`src/rtl/mc_control.sv`:
```
// mc_control: multi-cycle control FSM for a MIPS-style datapath.
// Sequences fetch/decode/execute/memory/writeback, drives the datapath
// mux selects and write enables, and issues the 3-bit ALU op select.
// Optional build macro MC_CONTROL_OVF_TRAP_EN: when defined, signed
// overflow (alu_v) on add/sub/addi traps to EXC with cause 10 instead of
// writing back; when undefined, alu_v is ignored.
module mc_control #(
  parameter bit SUPPORT_NOT = 1'b1  // 1: funct 6'h27 executes ALU NOT
) (
  input  logic       clk,
  input  logic       rst,
  input  logic [5:0] opcode,
  input  logic [5:0] funct,
  input  logic       alu_z,
  input  logic       alu_c,
  input  logic       alu_v,
  output logic [2:0] alu_sel,
  output logic       alu_src_a,
  output logic [1:0] alu_src_b,
  output logic [1:0] pc_source,
  output logic       pc_write,
  output logic       iord,
  output logic       mem_read,
  output logic       mem_write,
  output logic       ir_write,
  output logic       reg_dst,
  output logic       mem_to_reg,
  output logic       reg_write,
  output logic       carry_q,
  output logic [1:0] exc_cause,
  output logic [3:0] state_o
);

  typedef enum logic [3:0] {
    S_RST      = 4'd0,
    S_FETCH    = 4'd1,
    S_DECODE   = 4'd2,
    S_MEM_ADDR = 4'd3,
    S_MEM_RD   = 4'd4,
    S_MEM_WB   = 4'd5,
    S_MEM_WR   = 4'd6,
    S_R_EXEC   = 4'd7,
    S_R_WB     = 4'd8,
    S_BRANCH   = 4'd9,
    S_JUMP     = 4'd10,
    S_I_EXEC   = 4'd11,
    S_I_WB     = 4'd12,
    S_EXC      = 4'd13
  } state_t;

  localparam logic [2:0] ALU_ADD = 3'b000;
  localparam logic [2:0] ALU_SUB = 3'b001;
  localparam logic [2:0] ALU_AND = 3'b010;
  localparam logic [2:0] ALU_OR  = 3'b011;
  localparam logic [2:0] ALU_NOT = 3'b100;

  localparam logic [5:0] OP_RTYPE = 6'h00;
  localparam logic [5:0] OP_J     = 6'h02;
  localparam logic [5:0] OP_BEQ   = 6'h04;
  localparam logic [5:0] OP_ADDI  = 6'h08;
  localparam logic [5:0] OP_LW    = 6'h23;
  localparam logic [5:0] OP_SW    = 6'h2B;

  localparam logic [5:0] FN_ADD = 6'h20;
  localparam logic [5:0] FN_SUB = 6'h22;
  localparam logic [5:0] FN_AND = 6'h24;
  localparam logic [5:0] FN_OR  = 6'h25;
  localparam logic [5:0] FN_NOT = 6'h27;

  state_t     r_state;
  state_t     w_next;
  logic [5:0] r_opcode;
  logic [5:0] r_funct;
  logic       r_carry;
  logic [1:0] r_exc_cause;
  logic       w_funct_legal;
  logic       w_r_ovf;
  logic       w_i_ovf;
  logic [1:0] w_exc_code;

  // Legal R-type function codes; NOT only when the build supports it.
  assign w_funct_legal = (funct == FN_ADD) || (funct == FN_SUB) ||
                         (funct == FN_AND) || (funct == FN_OR)  ||
                         (SUPPORT_NOT && (funct == FN_NOT));

`ifdef MC_CONTROL_OVF_TRAP_EN
  // Only signed arithmetic (add, sub, addi) can trap on overflow.
  assign w_r_ovf    = alu_v && ((r_funct == FN_ADD) || (r_funct == FN_SUB));
  assign w_i_ovf    = alu_v;
  // EXC reached from DECODE is an illegal instruction; from execute it is overflow.
  assign w_exc_code = (r_state == S_DECODE) ? 2'b01 : 2'b10;
`else
  logic w_unused;
  assign w_unused   = alu_v;
  assign w_r_ovf    = 1'b0;
  assign w_i_ovf    = 1'b0;
  assign w_exc_code = 2'b01;
`endif

  // State register with synchronous reset.
  always_ff @(posedge clk) begin
    // NOTE: sequential state uses non-blocking assignments so every flop samples pre-edge values.
    if (rst) r_state <= S_RST;
    else     r_state <= w_next;
  end

  // Instruction fields captured in DECODE for use by later states.
  always_ff @(posedge clk) begin
    // NOTE: no reset here; these are always written in DECODE before any state reads them.
    if (r_state == S_DECODE) begin
      r_opcode <= opcode;
      r_funct  <= funct;
    end
  end

  // Carry capture at the end of execute and exception cause on EXC entry.
  always_ff @(posedge clk) begin
    if (rst) begin
      r_carry     <= 1'b0;
      r_exc_cause <= 2'b00;
    end else begin
      if ((r_state == S_R_EXEC) || (r_state == S_I_EXEC)) r_carry <= alu_c;
      if (w_next == S_EXC) r_exc_cause <= w_exc_code;
    end
  end

  // Next-state decode.
  always_comb begin
    // NOTE: default assignment first so no path through the case infers a latch.
    w_next = S_FETCH;
    case (r_state)
      S_RST:    w_next = S_FETCH;
      S_FETCH:  w_next = S_DECODE;
      S_DECODE: begin
        case (opcode)
          OP_LW, OP_SW: w_next = S_MEM_ADDR;
          OP_RTYPE:     w_next = w_funct_legal ? S_R_EXEC : S_EXC;
          OP_BEQ:       w_next = S_BRANCH;
          OP_J:         w_next = S_JUMP;
          OP_ADDI:      w_next = S_I_EXEC;
          default:      w_next = S_EXC;
        endcase
      end
      S_MEM_ADDR: w_next = (r_opcode == OP_SW) ? S_MEM_WR : S_MEM_RD;
      S_MEM_RD:   w_next = S_MEM_WB;
      S_MEM_WB:   w_next = S_FETCH;
      S_MEM_WR:   w_next = S_FETCH;
      S_R_EXEC:   w_next = w_r_ovf ? S_EXC : S_R_WB;
      S_R_WB:     w_next = S_FETCH;
      S_BRANCH:   w_next = S_FETCH;
      S_JUMP:     w_next = S_FETCH;
      S_I_EXEC:   w_next = w_i_ovf ? S_EXC : S_I_WB;
      S_I_WB:     w_next = S_FETCH;
      S_EXC:      w_next = S_FETCH;
      default:    w_next = S_FETCH;
    endcase
  end

  // Moore output decode; BRANCH's pc_write follows the ALU zero flag.
  always_comb begin
    alu_sel    = ALU_ADD;
    alu_src_a  = 1'b0;
    alu_src_b  = 2'b00;
    pc_source  = 2'b00;
    pc_write   = 1'b0;
    iord       = 1'b0;
    mem_read   = 1'b0;
    mem_write  = 1'b0;
    ir_write   = 1'b0;
    reg_dst    = 1'b0;
    mem_to_reg = 1'b0;
    reg_write  = 1'b0;
    case (r_state)
      S_FETCH: begin
        mem_read  = 1'b1;
        ir_write  = 1'b1;
        alu_src_b = 2'b01;
        pc_write  = 1'b1;
      end
      S_DECODE: alu_src_b = 2'b11;
      S_MEM_ADDR: begin
        alu_src_a = 1'b1;
        alu_src_b = 2'b10;
      end
      S_MEM_RD: begin
        mem_read = 1'b1;
        iord     = 1'b1;
      end
      S_MEM_WB: begin
        reg_write  = 1'b1;
        mem_to_reg = 1'b1;
      end
      S_MEM_WR: begin
        mem_write = 1'b1;
        iord      = 1'b1;
      end
      S_R_EXEC: begin
        alu_src_a = 1'b1;
        case (r_funct)
          FN_SUB:  alu_sel = ALU_SUB;
          FN_AND:  alu_sel = ALU_AND;
          FN_OR:   alu_sel = ALU_OR;
          FN_NOT:  alu_sel = ALU_NOT;
          default: alu_sel = ALU_ADD;
        endcase
      end
      S_R_WB: begin
        reg_write = 1'b1;
        reg_dst   = 1'b1;
      end
      S_BRANCH: begin
        alu_src_a = 1'b1;
        alu_sel   = ALU_SUB;
        pc_source = 2'b01;
        pc_write  = alu_z;
      end
      S_JUMP: begin
        pc_source = 2'b10;
        pc_write  = 1'b1;
      end
      S_I_EXEC: begin
        alu_src_a = 1'b1;
        alu_src_b = 2'b10;
      end
      S_I_WB: reg_write = 1'b1;
      S_EXC: begin
        pc_source = 2'b11;
        pc_write  = 1'b1;
      end
      default: ;
    endcase
  end

  assign carry_q   = r_carry;
  assign exc_cause = r_exc_cause;
  assign state_o   = r_state;

endmodule

```
`config.mk`:
```
export PLATFORM = sky130hd
export DESIGN_NAME = mc_control
export DESIGN_NICKNAME = d
export VERILOG_FILES = /design/src/rtl/mc_control.sv
export SDC_FILE = /design/constraint.sdc
export NUM_CORES = 1
export LEC_CHECK = 0
export ABC_AREA = 1
export ABC_CLOCK_PERIOD_IN_PS = 2100
export CAP_MARGIN = 20
export CORE_MARGIN = 1.5
export CORE_UTILIZATION = 40
export CTS_CLUSTER_SIZE = 12
export DETAILED_ROUTE_END_ITERATION = 7
export PLACE_DENSITY = 0.78
export SYNTH_ARGS = -nofsm -noshare
export SYNTH_HDL_FRONTEND = slang
export SYNTH_SLANG_ARGS = --single-unit
```
`constraint.sdc`:
```
create_clock -name clk -period 2.1 [get_ports clk]
set_input_delay 0.21 -clock clk [delete_from_list [all_inputs] [get_ports clk]]
set_output_delay 0.21 -clock clk [all_outputs]
set_load 0.02 [all_outputs]
```
==> out/qor.yml <==
outcome:
  status: "completed"
critical_path:
  path_cells: "nand2_4 -> nor2_4 -> inv_2 -> nand2_1 -> clkdlybuf4s50_1"
  start_kind: "flip-flop"
  crit_fanout: 6
  worstPathRequired_ns: 1.89
  critPathMaxStageDelay_ns: 0.60
  crit_slowest_cell: "clkdlybuf4s50_1"
  end_kind: "primary output"
  crit_type: "flip-flop to primary output"
  critPathArrivalTime_ns: 1.79
global_routing:
  grt-ovfl-total: 0
  grt_max_degree: 17
  grt_pass1_vias: 873
  grt_util_all_layers_pct: 17.3
  grt_pass1_wl_microns: 3620
  antenna_found_initial: 0
place:
  place.port_buffers: 37
  place_inst: 200
  hpwl_microns: 1870
  pre_cts_slack_ns: 0.0756
  gp_congestion: 0.723
finish:
  final_nets: 192
  seq_area_sq_um: 483
  layout_commonest_cell: "clkdlybuf4s50_1"
  area_growth_syn_to_layout_pct: 40.2
  instances_no_fill: 204
  multi_input_area_sq_um: 497
  layout-drive-gt1-share_pct: 19.5
  final_core_util_pct: 60.2
  most-common-layout-cells: "clkdlybuf4s50_1, nor2_1, nand2_1"
  nFillCells: 221
  n_antenna_cell: 0
clocking:
  cts_resized: 7
  cts_root_buf: "clkbuf_4"
  post-cts-setup-buffers: 0
  cts_made_buffers: 3
  hold_buffers: 0
  clk_pin_slew_ns: 0.10
  clock_latency_ns: 0.29
  htree_levels: 1
  tritoncts: "done"
  ctsLongestPathBuffers: 2
  cts_sinks: 18
synth:
  syn_area_sq_mm: 0.00107
  syn_nets: 150
  synth_area_leaders: "edfxtp_1, dfxtp_1, nor2_1"
  yosys.cell_types.count: 26
  yosys.area.top_type: "edfxtp_1"
  seq_area_frac_synth_pct: 44.8
  yosys.area.top_type_share_pct: 33.6
  avgSynthCellArea_sq_um: 8.07
  syn_inst: 133
  ys_ff_latch: 18
  yosys_warnings: 0
route:
  num_vias: 1000
  drtIter0Drc: 14
  drc: 0
  drt-vias-per-instance: 4.90
  drt-pass1-iter-count: 7
  post_drt_wl_per_cell_microns: 11.1
  ant_nets: 0
  drt-total-wl_microns: 2260
flow_run:
  drv_cap: 0
worst_hold_path:
  hp-class: "flip-flop to flip-flop"
sta:
  finalHoldViolCount: 0
  layout_min_cycle_time_ns: 2.00
  fin_setup_tns_ns: 0
  maxSlewViolCount: 0
  setup_ws_ns: 0.0979
  period_share_pct: 95.3
  rsz0062_at_grt: "no"
  finClkSkew_ns: 0.00281
  whs_ns: 0.467
  fmax_ghz: 0.499
  setup_viol: 0
die:
  rows: 18
  fp.dieH_microns: 54.8
  start_util_pct: 42.9
  die_x_microns: 54.8
  dieArea_sq_mm: 0.00300
  ioPinCount: 40
  design.core.area_sq_mm: 0.00250
power:
  clockPowerShare_pct: 12.1
  p_leak_nw: 0.650
  p_per_area_mw_per_mm2: 972
  p_seq_share_pct: 35.1
  p_int_w: 0.000837
  p_comb_share_pct: 52.7
  swShare_pct: 42.8
  ir_worst_vdd_v: 0.000638
  p_sw_w: 0.000626
worst max-delay path: cells and delay by family, from the launching register on:
kind / cells / cell delay, ns
and+or+nand+nor: 3 / 0.35
DFF: 1 / 0.49
buffers and inverters: 2 / 0.65
cells in the mapped netlist, drive strengths merged:
cell,count
nor2,30
nand2,27
inv,21
nand3,15
edfxtp,12
a21oi,8
dfxtp,6
clkinv,2
nor4,2
o21ai,2
buf,1
conb,1
nand3b,1
nand4,1
o211ai,1
o22ai,1
o32ai,1
or2,1
area by class of cell:
class / count / area share, %
clock buffers: 3 / 1.50
clock inverters: 1 / 0.249
inverters: 23 / 5.90
multi-input cells: 91 / 33.0
flip-flops and latches: 18 / 32.1
well taps: 30 / 2.49
repair buffers: 38 / 24.8
routing by layer:
metal | track usage, % | vias to the layer above | part of all wire, %
met5 | 0 | - | 0
met4 | 8.75 | 0 | 1.5
met3 | 2.73 | 4 | 5.8
met2 | 33.3 | 30 | 52
met1 | 17.6 | 455 | 40
li1 | - | 511 | -
sequential cells by signal, indices dropped and copies added, names as in the netlist:
| register | cells |
|---|---|
| carry_q | 1 |
| r_opcode | 6 |
| r_funct | 6 |
| state_o | 4 |
| exc_cause | 1 |
cell families after synthesis:
group	synth area share (%)
AOI/OAI and AO/OA	7.81
and+or+nand+nor	38.1
other	0.349
DFF	44.8
buffers and inverters	8.98
worst paths after layout:
path	startpoint	endpoint	slack, ns	cells after the start
max reg2reg	state_o[2]	exc_cause[0]	0.63	7
max	state_o[2]	mem_read	0.1	5
min reg2reg	exc_cause[0]	exc_cause[0]	0.47	2
min	exc_cause[0]	exc_cause[0]	0.47	2
through the flow:
step	area [sq um]	power, W
after floorplan	1070	0.00100
after global placement	1480	0.00129
after detailed placement	1480	0.00130
after CTS	1500	0.00147
after global routing	1510	0.00156
final	1510	0.00146
power by group through the flow:
| stage | clock network [W] | registers (W) | logic (W) |
|---|---|---|---|
| final | 0.000177 | 0.000514 | 0.000772 |
| after global routing | 0.000197 | 0.000524 | 0.000834 |
| after CTS | 0.000177 | 0.000513 | 0.000777 |
| after detailed placement | 0 | 0.000518 | 0.000787 |
| after global placement | 0 | 0.000514 | 0.000776 |
| after floorplan | 0 | 0.000539 | 0.000464 |
Note: power is estimated with default switching activity, not from simulation.
